<file path="src/rtl/uart_boot_loader_pkg.sv">
// Shared definitions for the UART boot loader: FSM encoding, frame constants
// and the LEN-field decoding rule.
package uart_boot_loader_pkg;

   typedef enum logic [2:0] {
      ST_IDLE   = 3'd0,
      ST_LEN    = 3'd1,
      ST_DATA   = 3'd2,
      ST_CHK    = 3'd3,
      ST_FINISH = 3'd4
   } state_t;

   localparam logic [7:0] SYNC_BYTE_DEFAULT = 8'h5A;
   localparam int         LEN_FIELD_W       = 5;
   localparam int         UART_DATA_BITS    = 8;
   localparam logic [LEN_FIELD_W-1:0] MAX_PAYLOAD = 5'd16;

   // A zero LEN field means a full 16-entry image; anything larger is clamped.
   function automatic logic [LEN_FIELD_W-1:0] payload_count(input logic [LEN_FIELD_W-1:0] len_field);
      if (len_field == '0 || len_field > MAX_PAYLOAD) return MAX_PAYLOAD;
      return len_field;
   endfunction

endpackage

</file>
<file path="src/rtl/uart_boot_loader_uart_rx.sv">
// 8N1 UART receiver: 2-flop synchronizer, mid-bit sampling, one-cycle
// byte_valid / frame_err strobes.
module uart_boot_loader_uart_rx
   import uart_boot_loader_pkg::*;
#(
   parameter int CLKS_PER_BIT = 434
) (
   input  logic       clk_i,
   input  logic       reset_ni,
   input  logic       rx_i,
   output logic       byte_valid_o,
   output logic       frame_err_o,
   output logic [7:0] byte_o
);

   localparam int CNT_W = $clog2(CLKS_PER_BIT);
   localparam logic [CNT_W-1:0] HALF_M1  = CNT_W'(CLKS_PER_BIT/2 - 1);
   localparam logic [CNT_W-1:0] FULL_M1  = CNT_W'(CLKS_PER_BIT - 1);
   localparam logic [2:0]       LAST_BIT = 3'(UART_DATA_BITS - 1);

   typedef enum logic [2:0] {RX_IDLE, RX_START, RX_DATA, RX_STOP, RX_BREAK} rx_state_t;

   rx_state_t        rx_state;
   logic             rx_meta;
   logic             rx_sync;
   logic [CNT_W-1:0] bit_timer;
   logic [2:0]       bit_idx;
   logic [7:0]       shift_q;

   assign byte_o = shift_q;

   // NOTE: sequential state uses non-blocking assignments so every flop samples pre-edge values.
   always_ff @(posedge clk_i or negedge reset_ni) begin
      if (!reset_ni) begin
         rx_meta      <= 1'b1;
         rx_sync      <= 1'b1;
         rx_state     <= RX_IDLE;
         bit_timer    <= '0;
         bit_idx      <= '0;
         shift_q      <= '0;
         byte_valid_o <= 1'b0;
         frame_err_o  <= 1'b0;
      end else begin
         rx_meta      <= rx_i;
         rx_sync      <= rx_meta;
         byte_valid_o <= 1'b0;
         frame_err_o  <= 1'b0;
         case (rx_state)
            RX_IDLE: begin
               if (!rx_sync) begin
                  bit_timer <= '0;
                  rx_state  <= RX_START;
               end
            end
            RX_START: begin
               if (bit_timer == HALF_M1) begin
                  bit_timer <= '0;
                  bit_idx   <= '0;
                  rx_state  <= rx_sync ? RX_IDLE : RX_DATA;
               end else begin
                  bit_timer <= bit_timer + 1'b1;
               end
            end
            RX_DATA: begin
               if (bit_timer == FULL_M1) begin
                  bit_timer <= '0;
                  shift_q   <= {rx_sync, shift_q[7:1]};
                  bit_idx   <= bit_idx + 3'd1;
                  if (bit_idx == LAST_BIT) rx_state <= RX_STOP;
               end else begin
                  bit_timer <= bit_timer + 1'b1;
               end
            end
            RX_STOP: begin
               if (bit_timer == FULL_M1) begin
                  bit_timer <= '0;
                  if (rx_sync) begin
                     byte_valid_o <= 1'b1;
                     rx_state     <= RX_IDLE;
                  end else begin
                     frame_err_o <= 1'b1;
                     rx_state    <= RX_BREAK;
                  end
               end else begin
                  bit_timer <= bit_timer + 1'b1;
               end
            end
            // A low stop bit must not be mistaken for the next start bit.
            RX_BREAK: if (rx_sync) rx_state <= RX_IDLE;
            default:  rx_state <= RX_IDLE;
         endcase
      end
   end

endmodule

</file>
<file path="src/rtl/uart_boot_loader.sv">
// Boot loader: receives a framed image over UART and writes it through the CPU
// programming port. Optional trailing checksum enabled by BOOT_LOADER_CHECKSUM_EN.
module uart_boot_loader
   import uart_boot_loader_pkg::*;
#(
   parameter int         CLKS_PER_BIT         = 434,
   parameter int         REGISTER_WIDTH       = 4,
   parameter int         MEMORY_ADDRESS_WIDTH = 4,
   parameter logic [7:0] SYNC_BYTE            = SYNC_BYTE_DEFAULT
) (
   input  logic                            clk_i,
   input  logic                            reset_ni,
   input  logic                            rx_i,
   input  logic                            p_active_i,
   output logic                            p_programm_o,
   output logic [MEMORY_ADDRESS_WIDTH-1:0] p_address_o,
   output logic [REGISTER_WIDTH-1:0]       p_data_o,
   output logic                            p_write_en_mem_o,
   output logic                            busy_o,
   output logic                            done_strb_o,
   output logic                            err_o
);

   logic       rx_valid;
   logic       rx_frame_err;
   logic [7:0] rx_byte;

   uart_boot_loader_uart_rx #(.CLKS_PER_BIT(CLKS_PER_BIT)) u_uart_rx (
      .clk_i        (clk_i),
      .reset_ni     (reset_ni),
      .rx_i         (rx_i),
      .byte_valid_o (rx_valid),
      .frame_err_o  (rx_frame_err),
      .byte_o       (rx_byte)
   );

   state_t                 state;
   logic [LEN_FIELD_W-1:0] remaining;
   logic                   pend_valid;
   logic [7:0]             pend_byte;
`ifdef BOOT_LOADER_CHECKSUM_EN
   logic [7:0]             chk_xor;
`endif

   logic do_write;
   logic last_write;
   logic accept_byte;
   logic abort;

   // A write frees the buffer in the same cycle, so a byte arriving then is not an overrun.
   assign do_write    = (state == ST_DATA) && pend_valid && p_active_i && !rx_frame_err;
   assign last_write  = do_write && (remaining == LEN_FIELD_W'(1));
   assign accept_byte = (state == ST_DATA) && rx_valid && (!pend_valid || do_write) && !last_write;
   assign abort       = rx_frame_err && (state inside {ST_LEN, ST_DATA, ST_CHK});
   assign busy_o      = (state != ST_IDLE);

   always_ff @(posedge clk_i or negedge reset_ni) begin
      if (!reset_ni) begin
         state            <= ST_IDLE;
         remaining        <= '0;
         pend_valid       <= 1'b0;
         pend_byte        <= '0;
         p_programm_o     <= 1'b0;
         p_address_o      <= '0;
         p_data_o         <= '0;
         p_write_en_mem_o <= 1'b0;
         done_strb_o      <= 1'b0;
         err_o            <= 1'b0;
`ifdef BOOT_LOADER_CHECKSUM_EN
         chk_xor          <= '0;
`endif
      end else begin
         p_write_en_mem_o <= 1'b0;
         done_strb_o      <= 1'b0;
         if (abort) begin
            err_o        <= 1'b1;
            pend_valid   <= 1'b0;
            p_programm_o <= 1'b0;
            state        <= ST_IDLE;
         end else begin
            case (state)
               ST_IDLE: begin
                  if (rx_valid && rx_byte == SYNC_BYTE) begin
                     p_programm_o <= 1'b1;
                     err_o        <= 1'b0;
                     state        <= ST_LEN;
                  end
               end
               ST_LEN: begin
                  if (rx_valid) begin
                     remaining <= payload_count(rx_byte[LEN_FIELD_W-1:0]);
`ifdef BOOT_LOADER_CHECKSUM_EN
                     chk_xor   <= rx_byte;
`endif
                     state     <= ST_DATA;
                  end
               end
               ST_DATA: begin
                  if (do_write) begin
                     p_write_en_mem_o <= 1'b1;
                     p_address_o      <= MEMORY_ADDRESS_WIDTH'(pend_byte[7:4]);
                     p_data_o         <= REGISTER_WIDTH'(pend_byte[3:0]);
                     pend_valid       <= 1'b0;
                     remaining        <= remaining - 1'b1;
`ifdef BOOT_LOADER_CHECKSUM_EN
                     if (last_write) state <= ST_CHK;
`else
                     if (last_write) state <= ST_FINISH;
`endif
                  end
                  if (accept_byte) begin
                     pend_valid <= 1'b1;
                     pend_byte  <= rx_byte;
`ifdef BOOT_LOADER_CHECKSUM_EN
                     chk_xor    <= chk_xor ^ rx_byte;
`endif
                  end else if (rx_valid && !last_write) begin
                     err_o <= 1'b1;
                  end
               end
`ifdef BOOT_LOADER_CHECKSUM_EN
               // On mismatch programming mode is kept so the CPU never runs the bad image.
               ST_CHK: begin
                  if (rx_valid) begin
                     if (rx_byte == chk_xor) begin
                        state <= ST_FINISH;
                     end else begin
                        err_o <= 1'b1;
                        state <= ST_IDLE;
                     end
                  end
               end
`endif
               ST_FINISH: begin
                  p_programm_o <= 1'b0;
                  done_strb_o  <= 1'b1;
                  state        <= ST_IDLE;
               end
               default: state <= ST_IDLE;
            endcase
         end
      end
   end

endmodule
</file>
<file path="config.mk">
export PLATFORM = sky130hd
export DESIGN_NAME = uart_boot_loader
export DESIGN_NICKNAME = d
export VERILOG_FILES = /design/src/rtl/uart_boot_loader_pkg.sv /design/src/rtl/uart_boot_loader_uart_rx.sv /design/src/rtl/uart_boot_loader.sv
export SDC_FILE = /design/constraint.sdc
export NUM_CORES = 1
export LEC_CHECK = 0
export CORE_ASPECT_RATIO = 1.1
export CORE_MARGIN = 2
export CORE_UTILIZATION = 59
export DETAILED_ROUTE_END_ITERATION = 6
export PLACE_DENSITY = 0.83
export SYNTH_ARGS = -nofsm -noshare
export SYNTH_HDL_FRONTEND = slang
export SYNTH_SLANG_ARGS = --single-unit
</file>
<file path="constraint.sdc">
create_clock -name clk_i -period 2.5 [get_ports clk_i]
set_input_delay 0.5 -clock clk_i [delete_from_list [all_inputs] [get_ports clk_i]]
set_output_delay 0.5 -clock clk_i [all_outputs]
set_load 0.005 [all_outputs]
</file>
* Yosys cells after proc, flatten, opt, wreduce, memory -nomap -nowiden
Index checks and enable logic that the tools add are counted.
** Storage, ports and cells
- Logic and storage cells :: 143
- Flip-flop bits (word level) :: 56
- Input port bits :: 4
** Cells by class
- Muxes and demuxes :: 54
- Reduce and logical (&&, ||, !) cells :: 39
- $add $sub $neg :: 3
- Equal/unequal tests :: 27
- Bitwise operators :: 1
- Order comparisons :: 1
** Operator list (number)
- $mux W3 :: 14
- $mux W9 :: 3
- $pmux W9 S3 :: 1
- $mux W1 :: 25
- $mux W5 :: 4
- $reduce_bool A3 Y1 :: 6
- $pmux W3 S5 :: 1
- $eq A3 B2 Y1 const B :: 4
- $ne A2 B1 Y1 const B :: 6
- $ne A3 B3 Y1 const B :: 4
- $reduce_and A4 Y1 :: 3
- $logic_and A1 B1 Y1 :: 10
- $pmux W5 S2 :: 1
- $add A9 B1 Y9 const B :: 1
- $eq A3 B3 Y1 const B :: 3
- $eq A9 B8 Y1 const B :: 1
- $eq A9 B9 Y1 const B :: 1
- $pmux W3 S3 :: 1
- $reduce_and A3 Y1 :: 3
- $eq A8 B7 Y1 const B :: 1
- $reduce_and A2 Y1 :: 4
- $eq A3 B1 Y1 const B :: 2
- $logic_not A3 Y1 :: 2
- $ne A3 B2 Y1 const B :: 2
- 15 further kinds :: 22

* Logic depth before layout (Yosys ltp)
- Word-level depth :: 11
- Depth in mapped cells :: 7
- Gate-level depth less buffers :: 6

* By module
Synthesis repeated with hierarchy kept, for this count alone.
** Second synthesis, totals
- Cell total of the unflattened synthesis :: 247
- Area total of the unflattened synthesis :: 2796.4 sq um
** By module, submodules not included
- uart_boot_loader_uart_rx :: times used 1, area each 1398.8 sq um, cells each 124
- uart_boot_loader :: times used 1, area each 1397.6 sq um, cells each 123

* Least setup slack after synthesis
OpenSTA, ideal clock, no wires.
- Kind :: flip-flop to flip-flop
- Start :: reg remaining[1]
- End :: reg pend_byte[3]
- Clock period less this slack :: 1.973 ns
- Stages on the path, launching flop included :: 7
- Setup time :: 0.125 ns
- Data required time :: 2.375 ns
- Data arrival time :: 1.848 ns
- Path buffers :: 0
- Setup slack :: 0.527 ns
- Cell sequence :: dfrtp_1 inv_1 ha_1 or4b_4 o311ai_2 o21bai_4 mux2_4
** On the way
- Longest elaborated chain between the ends :: 5
** Ends and longest elaborated chain
- start: declaration :: line uart_boot_loader.sv:38 : logic [LEN_FIELD_W-1:0] remaining;
- start signal: assignment :: line uart_boot_loader.sv:91 : remaining <= payload_count(rx_byte[LEN_FIELD_W-1:0]);
- start signal: assignment :: line uart_boot_loader.sv:104 : remaining <= remaining - 1'b1;
- $eq A5 B1 Y1 :: line uart_boot_loader.sv:52 : assign last_write = do_write && (remaining == LEN_FIELD_W'(1));
- $logic_and A1 B1 Y1 :: line uart_boot_loader.sv:52
- $logic_not A1 Y1 :: line uart_boot_loader.sv:53 : assign accept_byte = (state == ST_DATA) && rx_valid && (!pend_valid || do_write) && !last_write;
- $logic_and A1 B1 Y1 :: line uart_boot_loader.sv:53
- $reduce_and A3 Y1 (no line)
- end signal: assignment :: line uart_boot_loader.sv:113 : pend_byte <= rx_byte;
- end: declaration :: line uart_boot_loader.sv:40 : logic [7:0] pend_byte;
No other way between the ends.
A chain may end at the register's enable or synchronous reset.

* Final worst setup path
- Start :: reg remaining[1]
- End :: reg pend_byte[6]
The elaborated chain is that of the path after synthesis.

==> flow_summary_export.csv <==
group,metric,value,unit
global_routing,antenna_found_initial,0,
yosys,syn_area,0.00273,mm²
clock_tree,path_clk_slew,100,ps
floorplan,die_w,68.9,µm
detailed_routing,vias_per_cell,5.93,
detailed_routing,vias,2028,
floorplan,die_height,75.4,µm
final_layout,synthToLayoutAreaGrowth,12.4,%
critical_path,cp_max_fo,9,
yosys,synth_edf_count,0,
critical_path,crit_path_end_kind,"register",
critical_path,critical_path.cell_chain,"inv_1 -> ha_1 -> or4b_4 -> o311ai_2 -> o21bai_4 -> mux2_4",
yosys,syn-num-nets,277,
timing,slew_headroom,51.5,%
yosys,synth.avg_cell_area,10.3,µm²
timing,setup-tns-final,0,ps
final_layout,final_area,0.00307,mm²
status,outcome,"completed",
yosys,syn_inst,265,
final_layout,drive_gt1_share,13.9,%
final_layout,filler_cell_count,329,
global_routing,grt_overflow,0,
clock_tree,ctsHoldBuffers,0,
yosys,synthArstFlopShare,100,%
power,peakVddDrop,0.000305,V
yosys,yosys_warnings,0,
min_path,hp-class,"in2async",
critical_path,max_stage_delay,480,ps
floorplan,die_area,0.00520,mm²
detailed_routing,route.detailed.wl_per_inst,15.1,µm
timing,rsz0062_at_grt,"false",
placed_design,numPortBuffers,16,
yosys,synth_top_area_share,49.4,%
clock_tree,cts_resized,0,
timing,period_share,83.9,%
floorplan,core,0.00438,mm²
global_routing,first_global_vias,2004,
timing,maxSlewViolCount,0,
placed_design,dp_cells,334,
clock_tree,root_buffer,"clkbuf_8",
final_layout,instances_no_fill,342,
placed_design,dp_hpwl,3.74,mm
yosys,yosys_most_used_dff,"dfrtp_1",
global_routing,grt_max_degree,32,
final_layout,multi_input_area,0.00127,mm²
timing,setup_violations,0,
critical_path,cpMaxStageDelayCell,"or4b_4",
detailed_routing,firstDrtPassIters,4,
detailed_routing,route.detailed.drc,0,
clock_tree,clock_latency,320,ps
detailed_routing,drt-initial-drc-count,173,
clock_tree,cts_tree,"built",
floorplan,io_pins,17,
clock_tree,cts_made_buffers,5,
floorplan,initial_core_util,62.4,%
final_layout,regArea,0.00140,mm²
power,p_per_area,473,mW/mm²
floorplan,rows,25,
critical_path,required,2710,ps
critical_path,crit_buf_inv,1,
yosys,ys_ff_latch,56,
timing,tightest_slew,727,ps
yosys,ys_types,55,
detailed_routing,wl,5.17,mm
run,maxCapViolCount,0,
global_routing,grtUsageTotal,23.1,%
final_layout,nets,299,
final_layout,num_antenna_cells,0,
critical_path,critPathTopFamily,"compound AO/OA/AOI/OAI gates",
timing,min_period,2100,ps
placed_design,place.gp.congestion,0.836,
yosys,ys_seq_area_share,51.4,%
critical_path,critPathLaunchType,"register",
yosys,ys_top_cells_by_area,"dfrtp_1, nand2_1, mux2_4",
timing,holdWs,170,ps
clock_tree,cts_buffer_depth,2,
clock_tree,htreeDepth,2,
timing,hold_violations,0,
critical_path,crit_type,"reg2reg",
timing,finClkSkew,7.63,ps
critical_path,arrival,2310,ps
clock_tree,cts_sinks,56,
power,p_leak,1.51,nW
detailed_routing,ant_nets,0,
timing,max_freq,0.477,GHz
clock_tree,post_cts_buffers,0,
placed_design,place_area,0.00298,mm²
yosys,yosysTopAreaCell,"dfrtp_1",
global_routing,grt_pass1_wl,8.90,mm
[layer usage]
metal	up-vias	GRT usage [%]	part of all wire, %
li1	1000	-	-
met1	981	27.7	44
met2	38	40.4	51
met3	9	4.14	2.7
met4	0	10.2	1.7
met5	-	0	0
[cell families (layout without fill, tap and decap cells)]
logic type | Yosys count | after routing | share of synthesized area [%]
and+or+nand+nor | 117 | 117 | 22.4
adders and majority gates | 8 | 8 | 3.66
AOI/OAI and AO/OA | 52 | 52 | 13.1
xor gates and xnor gates | 1 | 1 | 0.320
DFF | 56 | 56 | 51.4
muxes | 14 | 14 | 6.86
buffers and inverters | 17 | 40 | 2.33
[cell usage after synthesis (all sizes together) (4+ instances only)]
master,number
dfrtp,54
nand2,48
nor2,15
a21oi,14
mux2,14
inv,11
nand3,9
o21ai,9
ha,8
o22ai,6
nor2b,5
nor3,5
nor3b,5
clkbuf,4
nand4,4
[worst paths after layout]
kind | slack, ps | end | startpoint | cells past startpoint
min in group clk_i | 360 | u_uart_rx.rx_sync$_DFF_PN1_ | u_uart_rx.rx_meta$_DFF_PN1_ | 0
max in group asynchronous | 1700 | u_uart_rx.rx_sync$_DFF_PN1_ | reset_ni | 2
setup / recovery | 400 | pend_byte[6]$_DFFE_PN0P_ | remaining[1]$_DFFE_PN0P_ | 6
hold reg to reg | 360 | u_uart_rx.rx_sync$_DFF_PN1_ | u_uart_rx.rx_meta$_DFF_PN1_ | 0
hold / removal | 170 | p_address_o[1]$_DFFE_PN0P_ | reset_ni | 1
setup reg to reg | 400 | pend_byte[6]$_DFFE_PN0P_ | remaining[1]$_DFFE_PN0P_ | 6
[report_power, final]
| group | total (mW) | internal (mW) | leakage (nW) | switching [mW] |
|---|---|---|---|---|
| Sequential | 0.910 | 0.908 | 0.756 | 0.00159 |
| Clock | 0.520 | 0.205 | 0.0452 | 0.315 |
| Combinational | 0.0256 | 0.00689 | 0.714 | 0.0188 |
[registers in the layout (all words and copies together) (netlist names), 3 cells and up]
name and cells:
p_address_o 4, p_data_o 4, pend_byte 8, remaining 5, state 3, u_uart_rx.bit_idx 3, u_uart_rx.bit_timer 9, u_uart_rx.byte_o 8
u_uart_rx.rx_state 3
[placed cells by master, fill, tap and decap left out, types with 4 or more instances in the layout]
cell type	n
o22ai_1	6
mux2_4	8
nor2_1	15
ha_1	8
mux2_2	6
nand3_1	9
clkbuf_8	5
clkdlybuf4s50_1	15
o21ai_0	9
nand4_1	4
nor3b_1	4
nor3_1	5
dfrtp_1	54
nor2b_1	5
a21oi_1	13
inv_1	11
nand2_1	48
[worst reg2reg max path, stage by stage, from the launching register on]
cell,delay [ps]
dfrtp_1,420
inv_1,90
ha_1,130
or4b_4,480
o311ai_2,270
o21bai_4,280
mux2_4,340
[cell type report]
cell class / instances / share of cell area [%]
repair buffers: 20 / 6.43
inverters: 12 / 1.47
multi-input cells: 192 / 41.2
flip-flops and latches: 56 / 45.7
clock buffers: 5 / 2.24
well taps: 54 / 2.20
clock inverters: 3 / 0.814
[metrics by stage]
step           setup slack, ps  util, %  power [mW]
2_1_floorplan              527        -       0.928
3_3_place_gp               408     68.1       0.954
3_5_place_dp               371     68.1       0.955
4_1_cts                    405     70.2        1.48
5_1_grt                    293     70.2        1.51
6_report                   403     70.2        1.46
(Power assumes the default switching activity.)
